**config.mk**
```make
export PLATFORM = sky130hd
export DESIGN_NAME = cache_mem_arbiter
export DESIGN_NICKNAME = d
export VERILOG_FILES = /design/src/rtl/cache_mem_arbiter.sv
export SDC_FILE = /design/constraint.sdc
export NUM_CORES = 1
export LEC_CHECK = 0
export ABC_AREA = 0
export BUFFER_PORTS_ARGS = -buffer_cell sky130_fd_sc_hd__buf_2
export CAP_MARGIN = 20
export CORE_MARGIN = 3
export CORE_UTILIZATION = 45
export CTS_BUF_LIST = sky130_fd_sc_hd__clkbuf_4 sky130_fd_sc_hd__clkbuf_8
export CTS_CLUSTER_DIAMETER = 40
export DETAILED_ROUTE_END_ITERATION = 10
export PLACE_DENSITY = 0.76
export SLEW_MARGIN = 20
export SYNTH_ARGS = -nofsm -noshare
export SYNTH_HDL_FRONTEND = slang
export SYNTH_SLANG_ARGS = --single-unit
```
**constraint.sdc**
```tcl
create_clock -name CLK -period 2.1 [get_ports CLK]
set_input_delay 0.315 -clock CLK [delete_from_list [all_inputs] [get_ports CLK]]
set_output_delay 0.315 -clock CLK [all_outputs]
set_load 0.1 [all_outputs]
```
**src/rtl/cache_mem_arbiter.sv**
```systemverilog
// ---------------------------------------------------------------------------
// cache_mem_arbiter
//
// Shares one single-ported word memory between the icache and dcache miss /
// writeback paths. One single-word transaction is granted at a time and
// sequenced through request, wait for mem_ready, and a one-cycle response.
// The dcache has priority. A starvation counter forces an icache grant after
// STARVE_LIMIT consecutive dcache grants taken while the icache was waiting.
// A watchdog raises a sticky mem_error if memory never answers within
// TIMEOUT cycles.
//
// Ports:
//   CLK, RST            clock, synchronous active-high reset
//   iREN, iaddr         icache read request / word address
//   iwait, iload        icache wait (low one cycle on completion) / read data
//   dREN, dWEN          dcache read / write request (both high => write)
//   daddr, dstore       dcache word address / write data
//   dwait, dload        dcache wait (low one cycle on completion) / read data
//   mem_req, mem_wen    memory access valid / write enable
//   mem_addr, mem_store memory address / write data
//   mem_load, mem_ready memory read data / one-cycle completion pulse
//   mem_error           sticky timeout flag
//
// Optional build macro ARB_STATS_EN adds igrant_cnt, dgrant_cnt and
// stall_cnt outputs. Arbitration is identical with or without it.
//
// state | meaning
// IDLE  | no access in flight, choose a grant
// IACC  | icache access issued, waiting for mem_ready
// DACC  | dcache access issued, waiting for mem_ready
// DONE  | completion cycle, granted wait driven low if still wanted
// ---------------------------------------------------------------------------
module cache_mem_arbiter #(
    parameter int unsigned STARVE_LIMIT = 4,
    parameter int unsigned TIMEOUT      = 64
) (
    input  logic        CLK,
    input  logic        RST,
    input  logic        iREN,
    input  logic [31:0] iaddr,
    output logic        iwait,
    output logic [31:0] iload,
    input  logic        dREN,
    input  logic        dWEN,
    input  logic [31:0] daddr,
    input  logic [31:0] dstore,
    output logic        dwait,
    output logic [31:0] dload,
    output logic        mem_req,
    output logic        mem_wen,
    output logic [31:0] mem_addr,
    output logic [31:0] mem_store,
    input  logic [31:0] mem_load,
    input  logic        mem_ready,
`ifdef ARB_STATS_EN
    output logic [31:0] igrant_cnt,
    output logic [31:0] dgrant_cnt,
    output logic [31:0] stall_cnt,
`endif
    output logic        mem_error
);

    localparam int SW = $clog2(STARVE_LIMIT + 1);
    localparam int TW = $clog2(TIMEOUT + 1);

    typedef enum logic [1:0] {IDLE, IACC, DACC, DONE} state_t;

    state_t        state;
    logic [SW-1:0] starve;
    logic [TW-1:0] tcnt;
    logic          dropped;   // granted requester let go at some point mid-access

    logic d_req;
    logic d_pick;
    logic i_pick;
    logic acc_req;

    always_comb begin
        d_req   = dREN | dWEN;
        d_pick  = d_req && !(iREN && (starve == SW'(STARVE_LIMIT)));
        i_pick  = !d_pick && iREN;
        acc_req = (state == IACC) ? iREN : d_req;
    end

    always_ff @(posedge CLK) begin
        if (RST) begin
            state     <= IDLE;
            starve    <= '0;
            tcnt      <= '0;
            dropped   <= 1'b0;
            mem_error <= 1'b0;
            mem_req   <= 1'b0;
            mem_wen   <= 1'b0;
            mem_addr  <= '0;
            mem_store <= '0;
            iwait     <= 1'b1;
            dwait     <= 1'b1;
            iload     <= '0;
            dload     <= '0;
        end else begin
            case (state)
                IDLE: begin
                    tcnt    <= '0;
                    dropped <= 1'b0;
                    if (d_pick) begin
                        mem_req   <= 1'b1;
                        mem_wen   <= dWEN;
                        mem_addr  <= daddr;
                        mem_store <= dWEN ? dstore : '0;
                        state     <= DACC;
                        if (!iREN)
                            starve <= '0;
                        else if (starve != SW'(STARVE_LIMIT))
                            starve <= starve + SW'(1);
                    end else if (i_pick) begin
                        mem_req   <= 1'b1;
                        mem_wen   <= 1'b0;
                        mem_addr  <= iaddr;
                        mem_store <= '0;
                        state     <= IACC;
                        starve    <= '0;
                    end
                end

                IACC, DACC: begin
                    if (mem_ready) begin
                        mem_req <= 1'b0;
                        state   <= DONE;
                        // A requester that let go gets no data and no pulse.
                        if (!dropped && acc_req) begin
                            if (state == IACC) begin
                                iload <= mem_load;
                                iwait <= 1'b0;
                            end else begin
                                dload <= mem_load;
                                dwait <= 1'b0;
                            end
                        end
                    end else if (tcnt == TW'(TIMEOUT - 1)) begin
                        mem_error <= 1'b1;
                        mem_req   <= 1'b0;
                        state     <= IDLE;
                    end else begin
                        tcnt <= tcnt + TW'(1);
                        if (!acc_req)
                            dropped <= 1'b1;
                    end
                end

                DONE: begin
                    iwait <= 1'b1;
                    dwait <= 1'b1;
                    state <= IDLE;
                end

                default: state <= IDLE;
            endcase
        end
    end

`ifdef ARB_STATS_EN
    always_ff @(posedge CLK) begin
        if (RST) begin
            igrant_cnt <= '0;
            dgrant_cnt <= '0;
            stall_cnt  <= '0;
        end else begin
            if (state == IDLE && d_pick)
                dgrant_cnt <= dgrant_cnt + 32'd1;
            if (state == IDLE && i_pick)
                igrant_cnt <= igrant_cnt + 32'd1;
            if ((iREN && iwait) || (d_req && dwait))
                stall_cnt <= stall_cnt + 32'd1;
        end
    end
`endif

endmodule
```
## Word-level counts from Yosys, hierarchy flattened

Cells that the tools add are included.

| cells by class | value |
|---|---|
| equality and inequality tests | 16 |
| divide/modulo/power cells | 0 |
| reductions and logical operators | 23 |
| $lt $le $gt $ge | 0 |
| $mul | 0 |
| shift operators | 0 |
| multiplexer cells | 37 |
| bitwise gates (word level) | 3 |
| add/subtract/negate cells | 2 |

Operators with widths:

| cell | number |
|---|---|
| $mux 32 | 5 |
| $reduce_and 4->1 | 5 |
| $mux 1 | 16 |
| $mux 7 | 2 |
| $ne 2x2->1 const B | 7 |
| $pmux 7 s2 | 1 |
| $mux 3 | 4 |
| $reduce_and 3->1 | 4 |
| $ne 3x3->1 const B | 3 |
| $mux 2 | 4 |
| $pmux 1 s2 | 4 |
| $add 7x1->7 const B | 1 |
| $eq 7x6->1 const B | 1 |
| $pmux 2 s3 | 1 |
| $reduce_bool 2->1 | 3 |
| $eq 2x2->1 const B | 2 |
| $logic_and 1x1->1 | 4 |
| $reduce_and 2->1 | 2 |
| $add 3x1->3 const B | 1 |
| $eq 3x3->1 const B | 1 |
| $logic_not 1->1 | 3 |
| $ne 3x2->1 const B | 1 |
| $eq 2x1->1 const B | 1 |
| $logic_not 2->1 | 1 |
| 3 further kinds | 4 |

| word-level totals | value |
|---|---|
| bits in registers | 146 |
| word-level logic and storage cells | 94 |
| memories kept | 0 |
| input bits | 134 |
| memory bits (writable) | 0 |
| output and inout port bits | 133 |
| ROM bits | 0 |
| bits in latches | 0 |

## Logic depth before layout (Yosys ltp)

Gate-level depths: netlist of run 1.

| logic depth | value |
|---|---|
| depth in word-level cells | 9 |
| gate-level depth with buffers | 8 |
| gate-level depth less buffers | 6 |

## Least setup slack after synthesis of run 1

Ideal clock, no wire load.

| timing path | value |
|---|---|
| path type | register -> register |
| from | register state[0] |
| to | register dwait |
| buffers on the path | 1 |
| cell stages (with the launch flop) | 7 |
| setup time | 0.122 ns |
| clock period less this slack | 1.896 ns |
| arrival time | 1.774 ns |
| data required time | 1.978 ns |
| path slack | 0.204 ns |
| cells stage by stage | dfxtp_1 inv_1 ha_1 nand2_1 or4_1 buf_2 a221o_1 |

| between the ends | value |
|---|---|
| cells in the longest elaborated chain, start to end | 5 |
| elaborated cells between the ends (all ways) | 12 |
| classes of those cells | eq/ne (6); mux (2); reduce/logical (4) |

Ends and longest elaborated chain:

| what | line | text |
|---|---|---|
| from (decl) | 68 | `state_t state;` |
| from (signal assigned) | 87 | `state <= IDLE;` |
| from (signal assigned) | 110 | `state <= DACC;` |
| from (signal assigned) | 120 | `state <= IACC;` |
| $eq 2x1->1 | 82, 101, 131 |  |
| $mux 1 | 82 | `acc_req = (state == IACC) ? iREN : d_req;` |
| $logic_and 1x1->1 | 130 | `if (!dropped && acc_req) begin` |
| $ne 2x2->1 (no source line) | n/a |  |
| $reduce_and 4->1 (no source line) | n/a |  |
| to (signal assigned) | 97 | `dwait <= 1'b1;` |
| to (signal assigned) | 136 | `dwait <= 1'b0;` |
| to (signal assigned) | 152 | `dwait <= 1'b1;` |
| to (decl) | 47 | `output logic dwait,` |

Several ways; a longest one is shown, not always the timed one.
A chain may end at the register's enable or synchronous reset.

## Worst setup path in the final report of run 1

| timing path | value |
|---|---|
| from | register state[1] |
| to | register dload[23] |

| between the ends | value |
|---|---|
| cells in the longest elaborated chain, start to end | 4 |
| elaborated cells between the ends (all ways) | 7 |
| classes of those cells | eq/ne (2); mux (1); bitwise (1); reduce/logical (3) |

Ends and longest elaborated chain:

| what | line | text |
|---|---|---|
| $eq 2x1->1 | 82, 101, 131 |  |
| $mux 1 | 82 |  |
| $logic_and 1x1->1 | 130 |  |
| $reduce_and 4->1 (no source line) * | n/a |  |
| to (signal assigned) | 135 | `dload <= mem_load;` |
| to (decl) | 48 | `output logic [31:0] dload,` |

Every way passes the cells marked *; elsewhere a longest branch is shown, timed or not.

==> results of run 1 <==
## report_power, final
group	switching, mW	total, mW	internal (mW)
Combinational	5.51	6.85	1.34
Sequential	0.283	3.62	3.34
Clock	1.03	2.39	1.36
Total	6.82	12.9	6.03
## what timing repair did
action	in CTS	in global routing
pin swaps	0	1
setup endpoints to repair	2	38
gates resized for setup	1	3
## placed cells by master, fill, tap and decap left out, drive strengths merged, types with 2 or more instances in the layout
cell type	n
nor2b	3
clkinvlp	4
nor3	4
inv	7
a21oi	79
bufinv	4
nand4b	2
buf	284
o21ai	2
nand3	6
mux2i	33
nand3b	2
a22oi	32
clkbuf	19
and3	2
nand4	2
dfxtp	146
ha	10
nor2	71
clkinv	3
a211oi	35
a31oi	4
or4	3
nand2	143
or3	3
## worst reg2reg max path, cell delays in order, from the launching register on
cell,delay [ns]
sky130_fd_sc_hd__dfxtp_1,0.34
sky130_fd_sc_hd__inv_1,0.09
sky130_fd_sc_hd__ha_2,0.39
sky130_fd_sc_hd__nand2_1,0.16
sky130_fd_sc_hd__or4_4,0.46
sky130_fd_sc_hd__buf_6,0.21
sky130_fd_sc_hd__nand2_1,0.11
sky130_fd_sc_hd__a21oi_1,0.07
## area by class of cell
class                      count  area share
sequential                   146       0.382
multi-input combinational    451       0.332
timing repair buffer         284       0.199
clock buffer                  19      0.0341
tap                          168      0.0274
clock inverter                12      0.0237
inverter                       6     0.00294
## logic make-up (layout without fill, tap and decap cells)
group           after synthesis  after routing  share of synthesized area
mux                          33             33                     0.0580
compound gates              162            162                      0.183
fa+ha+maj                    10             10                     0.0220
buf+inv                      57            321                     0.0463
flops                       146            146                      0.513
simple gates                246            246                      0.177
## metrics by stage
step,util,setup TNS (ns)
finish,0.627,0
global route,0.627,0
CTS,0.627,0
detailed placement,0.590,-0.0182
global placement,0.590,0
floorplan,-,0
## worst paths after layout
check | from | end | slack, ns | cells past startpoint
hold reg to reg | iload[5] | iload[5] | 0.45 | 2
setup reg to reg | state[1] | dload[23] | 0.16 | 7
hold / removal | dstore[1] | mem_store[1] | 0.11 | 3
setup / recovery | state[1] | dload[23] | 0.16 | 7
## state kept, by name (all words and copies together), names as in the netlist, 2 cells and up
| signal | count |
|---|---|
| starve | 3 |
| state | 2 |
| tcnt | 7 |
| mem_addr | 32 |
| dload | 32 |
| iload | 32 |
| mem_store | 32 |
## routing by layer
layer | routed length, µm | global-route usage | up-vias
met4 | 229 | 0.0739 | 0
met1 | 6070 | 0.256 | 2455
li1 | - | - | 2761
met2 | 7360 | 0.347 | 222
met5 | 0 | 0 | -
met3 | 1400 | 0.0679 | 19
==> results.py, run 1 <==
metrics = {
    "status": {
        "status": "complete, no violations",
    },
    "global_route": {
        "grt_pass1_wl_um": 24000,
        "grt_antenna_before_repair": 0,
        "remaining_global_route_overflow": 0,
        "pin_count_of_the_biggest_net_entering_global_routing": 65,
        "first_global_vias": 5038,
        "grt_util_all_layers": 0.209,
    },
    "flow_run": {
        "cap_viol_max_count": 0,
    },
    "timing": {
        "period_share": 0.923,
        "worst_setup_skew_after_layout_ns": 0.0101,
        "slew_viol_final": 0,
        "rsz_0062_raised_after_global_routing": "false",
        "max_freq_mhz": 516,
        "timing.final.hold_violations": 0,
        "max_slew.worst_pin.slew_ns": 0.576,
        "fin_hold_ws_ns": 0.111,
        "fin_crit_ns": 1.94,
        "final_setup_vio_count": 0,
        "finalWorstSetupSlack_ns": 0.162,
        "timing.slew.headroom": 0.616,
    },
    "die": {
        "num_rows": 40,
        "die_x_um": 119,
        "die_area_um2": 14000,
        "top_level_ports": 267,
        "core_um2": 12200,
        "die_h_um": 119,
        "initial_cell_density_of_the_core": 0.466,
    },
    "worst_setup_path": {
        "timing.critical_path.to_type": "register",
        "cp.required_ns": 2.42,
        "worst_ep_arrival_time_ns": 2.26,
        "timing.critical_path.from_type": "register",
        "cp_top_family": "simple AND/OR/NAND/NOR gates",
        "path_buf_inv": 2,
        "timing.critical_path.cells": "inv_1, ha_2, nand2_1, or4_4, buf_6, nand2_1, a21oi_1",
        "max_stage_delay_ns": 0.46,
        "critical-path-slowest-cell": "sky130_fd_sc_hd__or4_4",
        "critical-path-top-cell-by-count": "sky130_fd_sc_hd__nand2_1",
        "critical_path.max_fanout": 32,
        "timing.setup.critical_path_class": "register to register",
    },
    "yosys": {
        "postSynthCellCount": 654,
        "synth_top_cells_by_area": "sky130_fd_sc_hd__dfxtp_1, sky130_fd_sc_hd__nand2_1, sky130_fd_sc_hd__a21oi_1",
        "synth_ff_type": "sky130_fd_sc_hd__dfxtp_1",
        "ys_seq_elements": 146,
        "syn_area_um2": 5700,
        "syn_nets": 798,
        "synth_top_area_frac": 0.513,
        "synth_cell_types": 40,
        "synth_top_cells_by_count": "sky130_fd_sc_hd__dfxtp_1, sky130_fd_sc_hd__nand2_1, sky130_fd_sc_hd__a21oi_1, sky130_fd_sc_hd__nor2_1, sky130_fd_sc_hd__a211oi_1",
        "synth.yosys.seq_area_share": 0.513,
        "synth_most_common_cell": "sky130_fd_sc_hd__dfxtp_1",
        "synthesis.yosys.warnings": 0,
        "synth_largest_area_cell": "sky130_fd_sc_hd__dfxtp_1",
        "synth_enable_flop_cells": 0,
        "synthesis.area_per_instance_um2": 8.71,
        "asyncSetResetFlopFracSynth": 0,
    },
    "power": {
        "power-per-cell-area_nw_per_um2": 1680,
        "total_power_mw": 12.9,
        "worst_ir_drop_vdd_mv": 1.06,
        "leakage_power_total_nw": 3.62,
    },
    "layout": {
        "synthToLayoutAreaGrowth_pct": 34.5,
        "area_occupied_by_registers_um2": 2920,
        "final_area_um2": 7660,
        "final-instance-count-excl-fill": 1086,
        "final_nets": 1050,
        "drive_gt1_frac": 0.353,
        "total_area_of_multi_input_combinational_cells_um2": 2540,
        "insertedDiodeCount": 0,
        "final.fill_count": 1127,
    },
    "placed_design": {
        "placement.setup.worst_slack_ns": -0.00979,
        "port_buffers": 266,
        "routability_congestion_estimate_from_global_placement": 0.787,
        "placed_cell_area_um2": 7210,
        "cell_count_after_placement": 1055,
        "dpl.hpwl_um": 10900,
    },
    "clocking": {
        "cts_buffer_depth": 2,
        "cts_num_sinks": 146,
        "tritoncts_clock_tree": "done",
        "cts_made_buffers": 17,
        "hold_buffers": 0,
        "clk_pin_slew_worst_paths_ns": 0.08,
        "clk-insertion-delay-late_ns": 0.44,
        "post-cts-setup-buffer-count": 0,
        "cts_max_level": 4,
        "root_buffer_master": "sky130_fd_sc_hd__clkbuf_8",
    },
    "routing": {
        "drc": 0,
        "detail_route.first_pass.iterations": 5,
        "final_antenna_net_count": 0,
        "dr.first_iter.drc_count": 369,
        "finalWirelength_um": 15100,
        "vias_per_cell": 5.02,
        "num_vias": 5457,
        "wire_per_inst_um": 13.9,
    },
    "worst_hold_path": {
        "hold_path_class": "input pin to register",
    },
}
(Power assumes the default switching activity.)
==> run 2, diff against run 1 <==
--- a/config.mk
+++ b/config.mk
@@ -8,12 +8,14 @@
 export ABC_AREA = 0
 export BUFFER_PORTS_ARGS = -buffer_cell sky130_fd_sc_hd__buf_2
 export CAP_MARGIN = 20
+export CELL_PAD_IN_SITES_DETAIL_PLACEMENT = 1
+export CELL_PAD_IN_SITES_GLOBAL_PLACEMENT = 2
 export CORE_MARGIN = 3
-export CORE_UTILIZATION = 45
+export CORE_UTILIZATION = 28
 export CTS_BUF_LIST = sky130_fd_sc_hd__clkbuf_4 sky130_fd_sc_hd__clkbuf_8
 export CTS_CLUSTER_DIAMETER = 40
 export DETAILED_ROUTE_END_ITERATION = 10
-export PLACE_DENSITY = 0.76
+export PLACE_DENSITY = 0.84
 export SLEW_MARGIN = 20
 export SYNTH_ARGS = -nofsm -noshare
 export SYNTH_HDL_FRONTEND = slang
==> constraint.sdc (replaced) <==
create_clock -name CLK -period 2.3 [get_ports CLK]
set_input_delay 0.345 -clock CLK [delete_from_list [all_inputs] [get_ports CLK]]
set_output_delay 0.345 -clock CLK [all_outputs]
set_load 0.1 [all_outputs]
==> results.py, run 2 (synthesis gave the netlist of run 1 again) <==
metrics = {
    "power": {
        "total_power_mw": 11.4,
        "power-per-cell-area_nw_per_um2": 1500,
        "power.switching_fraction": 0.560,
        "net-switching-power_mw": 6.40,
        "p_clk_frac": 0.163,
        "worst_ir_drop_vdd_mv": 0.825,
        "cell_internal_power_mw": 5.02,
        "leakage_power_total_nw": 3.55,
        "seq_power_share": 0.291,
        "comb_power_share": 0.547,
    },
    "clocking": {
        "cts_buffer_depth": 2,
        "clk-insertion-delay-late_ns": 0.45,
        "clk_pin_slew_worst_paths_ns": 0.09,
        "root_buffer_master": "sky130_fd_sc_hd__clkbuf_8",
        "hold_buffers": 0,
        "cts_num_sinks": 146,
        "cts_made_buffers": 17,
        "cts_max_level": 4,
        "tritoncts_clock_tree": "done",
    },
    "global_route": {
        "grt_util_all_layers": 0.164,
        "pin_count_of_the_biggest_net_entering_global_routing": 65,
        "remaining_global_route_overflow": 0,
        "grt_antenna_before_repair": 0,
        "grt_pass1_wl_um": 29100,
        "first_global_vias": 5662,
    },
    "timing": {
        "max_slew.worst_pin.slew_ns": 0.537,
        "slew_viol_final": 0,
        "final_setup_vio_count": 0,
        "sum_neg_setup_slack_ns": 0,
        "fin_crit_ns": 2.10,
        "worst_setup_skew_after_layout_ns": 0.0142,
        "timing.slew.headroom": 0.642,
        "timing.final.hold_violations": 0,
        "finalWorstSetupSlack_ns": 0.195,
        "max_freq_mhz": 475,
        "rsz_0062_raised_after_global_routing": "false",
        "period_share": 0.915,
    },
    "layout": {
        "final_area_um2": 7630,
        "most-common-layout-cells": "sky130_fd_sc_hd__buf_2, sky130_fd_sc_hd__dfxtp_1, sky130_fd_sc_hd__nand2_1",
        "drive_gt1_frac": 0.348,
        "synthToLayoutAreaGrowth_pct": 33.9,
        "final.fill_count": 2424,
        "layout_commonest_cell": "sky130_fd_sc_hd__buf_2",
        "final-instance-count-excl-fill": 1177,
        "final_nets": 1043,
    },
    "routing": {
        "final_antenna_net_count": 0,
        "drc": 0,
        "vias_per_cell": 4.74,
        "finalWirelength_um": 18700,
        "num_vias": 5579,
        "detail_route.first_pass.iterations": 4,
        "dr.first_iter.drc_count": 140,
        "wire_per_inst_um": 15.9,
    },
    "worst_setup_path": {
        "timing.critical_path.to_type": "register",
        "crit_start": "state[1]",
        "worst_ep_arrival_time_ns": 2.41,
        "reg2regPathDepth": 7,
        "cp-endpoint": "dload[11]",
        "critical_path.max_fanout": 32,
        "worstReg2RegStart": "state[1]",
        "cp.required_ns": 2.61,
        "rr_endpoint": "dload[11]",
        "timing.critical_path.from_type": "register",
        "timing.setup.critical_path_class": "register to register",
        "ff2ff_setup_slack_ns": 0.20,
    },
    "placed_design": {
        "routability_congestion_estimate_from_global_placement": 0.742,
        "port_buffers": 266,
        "cell_count_after_placement": 1145,
        "placement.setup.worst_slack_ns": 0.0298,
        "dpl.hpwl_um": 13300,
        "placed_cell_area_um2": 7260,
    },
    "worst_hold_path": {
        "hold_path_class": "input pin to register",
        "hold_path_startpoint": "dstore[19]",
    },
    "die": {
        "die_x_um": 149,
        "initial_cell_density_of_the_core": 0.289,
        "core_um2": 19700,
        "die_area_um2": 22100,
        "die_h_um": 149,
        "num_rows": 51,
        "top_level_ports": 267,
    },
    "status": {
        "status": "complete, no violations",
    },
    "flow_run": {
        "cap_viol_max_count": 0,
    },
}
run 2: per-stage QoR:
step / hold slack, ns / util
2_1_floorplan: 0.444 / -
3_3_place_gp: 0.439 / 0.368
3_5_place_dp: 0.445 / 0.368
4_1_cts: 0.0926 / 0.386
5_1_grt: 0.106 / 0.387
6_report: 0.136 / 0.387
run 2: metal layers:
| layer | GRT usage | vias to the layer above | part of all wire |
|---|---|---|---|
| met4 | 0.0513 | 0 | 0.012 |
| met5 | 0 | - | 0 |
| met3 | 0.0555 | 14 | 0.082 |
| met2 | 0.272 | 199 | 0.47 |
| li1 | - | 2745 | - |
| met1 | 0.202 | 2621 | 0.44 |
run 2: repair_timing:
item	in CTS	in global routing
setup buffers	0	0
resized for setup	0	4
setup endpoints to repair	0	40
run 2: power groups by stage:
stage / logic [mW] / clock network (mW) / registers, mW
floorplan: 1.67 / 0 / 6.78
global placement: 6.23 / 0 / 3.35
detailed placement: 6.27 / 0 / 3.37
CTS: 6.28 / 1.95 / 3.32
global route: 6.61 / 2.04 / 3.39
finish: 6.24 / 1.86 / 3.32
run 2: how the worst min path moves through the flow:
| stage | to | slack [ns] | cells past startpoint |
|---|---|---|---|
| finish | mem_store[19] | 0.14 | 3 |
| global route | mem_store[8] | 0.11 | 3 |
| CTS | mem_store[12] | 0.09 | 3 |
| detailed placement | iload[25] | 0.45 | 2 |
| global placement | iload[10] | 0.44 | 2 |
| floorplan | tcnt[1] | 0.44 | 2 |
run 2: worst max-delay path: stages, from the launching register on:
cell and delay [ns]:
sky130_fd_sc_hd__dfxtp_2 0.38, sky130_fd_sc_hd__inv_1 0.10, sky130_fd_sc_hd__ha_2 0.42, sky130_fd_sc_hd__nand2_1 0.17, sky130_fd_sc_hd__or4_1 0.50, sky130_fd_sc_hd__buf_6 0.23, sky130_fd_sc_hd__nand2_1 0.10, sky130_fd_sc_hd__a21oi_1 0.07
run 2: final cells by class:
class | count | area [µm²] | area share
diodes | 1 | 2.50 | 0.000328
inverters | 6 | 22.5 | 0.00295
multi-input cells | 451 | 2540 | 0.332
clock buffers | 21 | 277 | 0.0362
clock inverters | 10 | 77.6 | 0.0102
repair buffers | 277 | 1460 | 0.191
well taps | 265 | 332 | 0.0435
flip-flops and latches | 146 | 2920 | 0.383
==> run 3, diff against run 2 <==
--- a/config.mk
+++ b/config.mk
@@ -16,6 +16,7 @@
 export CTS_CLUSTER_DIAMETER = 40
 export DETAILED_ROUTE_END_ITERATION = 10
 export PLACE_DENSITY = 0.84
+export REMOVE_ABC_BUFFERS = 1
 export SLEW_MARGIN = 20
 export SYNTH_ARGS = -nofsm -noshare
 export SYNTH_HDL_FRONTEND = slang
==> results.py, run 3 (synthesis gave the netlist of run 1 again) <==
metrics = {
    "die": {
        "top_level_ports": 267,
        "num_rows": 51,
        "die_h_um": 149,
        "initial_cell_density_of_the_core": 0.289,
        "core_um2": 19700,
        "die_area_um2": 22100,
        "die_x_um": 149,
    },
    "worst_setup_path": {
        "timing.setup.critical_path_class": "register to register",
        "critical_path.max_fanout": 32,
        "cp.required_ns": 2.62,
        "timing.critical_path.to_type": "register",
        "timing.critical_path.from_type": "register",
        "worst_ep_arrival_time_ns": 2.43,
    },
    "routing": {
        "wire_per_inst_um": 15.7,
        "drc": 0,
        "detail_route.first_pass.iterations": 4,
        "final_antenna_net_count": 0,
        "vias_per_cell": 4.70,
        "num_vias": 5547,
        "dr.first_iter.drc_count": 167,
        "finalWirelength_um": 18600,
    },
    "clocking": {
        "cts_buffer_depth": 2,
        "clk_pin_slew_worst_paths_ns": 0.10,
        "cts.repair.resized": 0,
        "cts_num_sinks": 146,
        "cts_max_level": 4,
        "clk-insertion-delay-late_ns": 0.44,
        "tritoncts_clock_tree": "done",
        "cts_made_buffers": 17,
        "root_buffer_master": "sky130_fd_sc_hd__clkbuf_8",
        "hold_buffers": 0,
        "post-cts-setup-buffer-count": 0,
    },
    "layout": {
        "drive_gt1_frac": 0.350,
        "final_nets": 1047,
        "layout_commonest_cell": "sky130_fd_sc_hd__buf_2",
        "final_area_um2": 7690,
        "most-common-layout-cells": "sky130_fd_sc_hd__buf_2, sky130_fd_sc_hd__dfxtp_1, sky130_fd_sc_hd__nand2_1",
        "synthToLayoutAreaGrowth_pct": 34.9,
        "finalCoreUtilization": 0.390,
        "insertedDiodeCount": 0,
        "final-instance-count-excl-fill": 1181,
    },
    "placed_design": {
        "cell_count_after_placement": 1149,
        "dpl.hpwl_um": 13700,
        "port_buffers": 266,
        "routability_congestion_estimate_from_global_placement": 0.761,
        "placed_cell_area_um2": 7320,
    },
    "worst_hold_path": {
        "hold_path_class": "input pin to register",
    },
    "timing": {
        "period_share": 0.917,
        "timing.slew.headroom": 0.650,
        "timing.final.hold_violations": 0,
        "slew_viol_final": 0,
        "worst_setup_skew_after_layout_ns": 0.0170,
        "fin_crit_ns": 2.11,
        "rsz_0062_raised_after_global_routing": "false",
        "max_slew.worst_pin.slew_ns": 0.529,
        "final_setup_vio_count": 0,
        "max_freq_mhz": 474,
    },
    "power": {
        "worst_ir_drop_vdd_mv": 0.739,
        "power-per-cell-area_nw_per_um2": 1490,
        "leakage_power_total_nw": 3.56,
    },
    "global_route": {
        "grt_pass1_wl_um": 29200,
        "grt_util_all_layers": 0.167,
        "grt_antenna_before_repair": 3,
        "first_global_vias": 5577,
        "remaining_global_route_overflow": 0,
        "pin_count_of_the_biggest_net_entering_global_routing": 66,
    },
    "flow_run": {
        "cap_viol_max_count": 0,
    },
    "status": {
        "status": "complete, no violations",
    },
}
## run 3: cell count changes in the layout (fill, tap and decap cells not counted)
| cell | delta |
|---|---|
| sky130_fd_sc_hd__clkinvlp_4 | +3 |
| sky130_fd_sc_hd__and2_2 | +1 |
| sky130_fd_sc_hd__buf_12 | +2 |
| sky130_fd_sc_hd__clkbuf_4 | -1 |
| sky130_fd_sc_hd__and2_4 | -1 |
| sky130_fd_sc_hd__clkinv_2 | -2 |
| sky130_fd_sc_hd__buf_4 | +2 |
| sky130_fd_sc_hd__inv_8 | +2 |
| sky130_fd_sc_hd__clkbuf_8 | -2 |
| sky130_fd_sc_hd__dfxtp_2 | -1 |
| sky130_fd_sc_hd__diode_2 | -1 |
| sky130_fd_sc_hd__clkinv_4 | -2 |
| sky130_fd_sc_hd__dfxtp_1 | +1 |
| sky130_fd_sc_hd__inv_6 | +3 |
## run 3: layout make-up
cell class	instances	area (µm²)
fill	2395	12000
sequential	146	2920
multi-input combinational	451	2530
timing repair buffer	281	1510
tap	265	332
clock buffer	18	241
clock inverter	14	121
inverter	6	22.5
## run 3: critical path, stage by stage (launching register included)
cell                      delay, ns
sky130_fd_sc_hd__dfxtp_1       0.41
sky130_fd_sc_hd__inv_1         0.12
sky130_fd_sc_hd__ha_2          0.42
sky130_fd_sc_hd__nand2_1       0.15
sky130_fd_sc_hd__or4_1         0.49
sky130_fd_sc_hd__buf_6         0.24
sky130_fd_sc_hd__nand2_1       0.10
sky130_fd_sc_hd__a21oi_1       0.06
## run 3: worst paths after layout
path	start	end	slack, ns	cells after the start
worst max register to register	state[1]	dload[6]	0.19	7
worst min-delay path	dstore[17]	mem_store[17]	0.13	3
worst max-delay path	state[1]	dload[6]	0.19	7
worst min register to register	iload[16]	iload[16]	0.45	2
## run 3: power breakdown
group	internal [mW]	total, mW	switching, mW
clock	0.793	1.89	1.09
combinational	1.16	6.26	5.10
sequential	3.05	3.32	0.272
total	5.00	11.5	6.46
## run 3: layer usage
metal  up-vias  track usage  part of all wire
met5         -            0            0.0024
met4         6       0.0503             0.012
met2       210        0.268              0.46
met1      2555        0.208              0.44
met3        22       0.0640             0.092
li1       2754            -                 -
## run 3: stage by stage
stage | total power [mW] | hold WS [ns] | TNS [ns] | setup slack (ns)
2_1_floorplan | 8.30 | 0.414 | -60.38 | -1.16
3_3_place_gp | 9.63 | 0.440 | 0 | 0.186
3_5_place_dp | 9.68 | 0.445 | 0 | 0.0560
4_1_cts | 11.6 | 0.0918 | 0 | 0.0492
5_1_grt | 12.1 | 0.0991 | 0 | 0.00478
6_report | 11.5 | 0.129 | 0 | 0.190
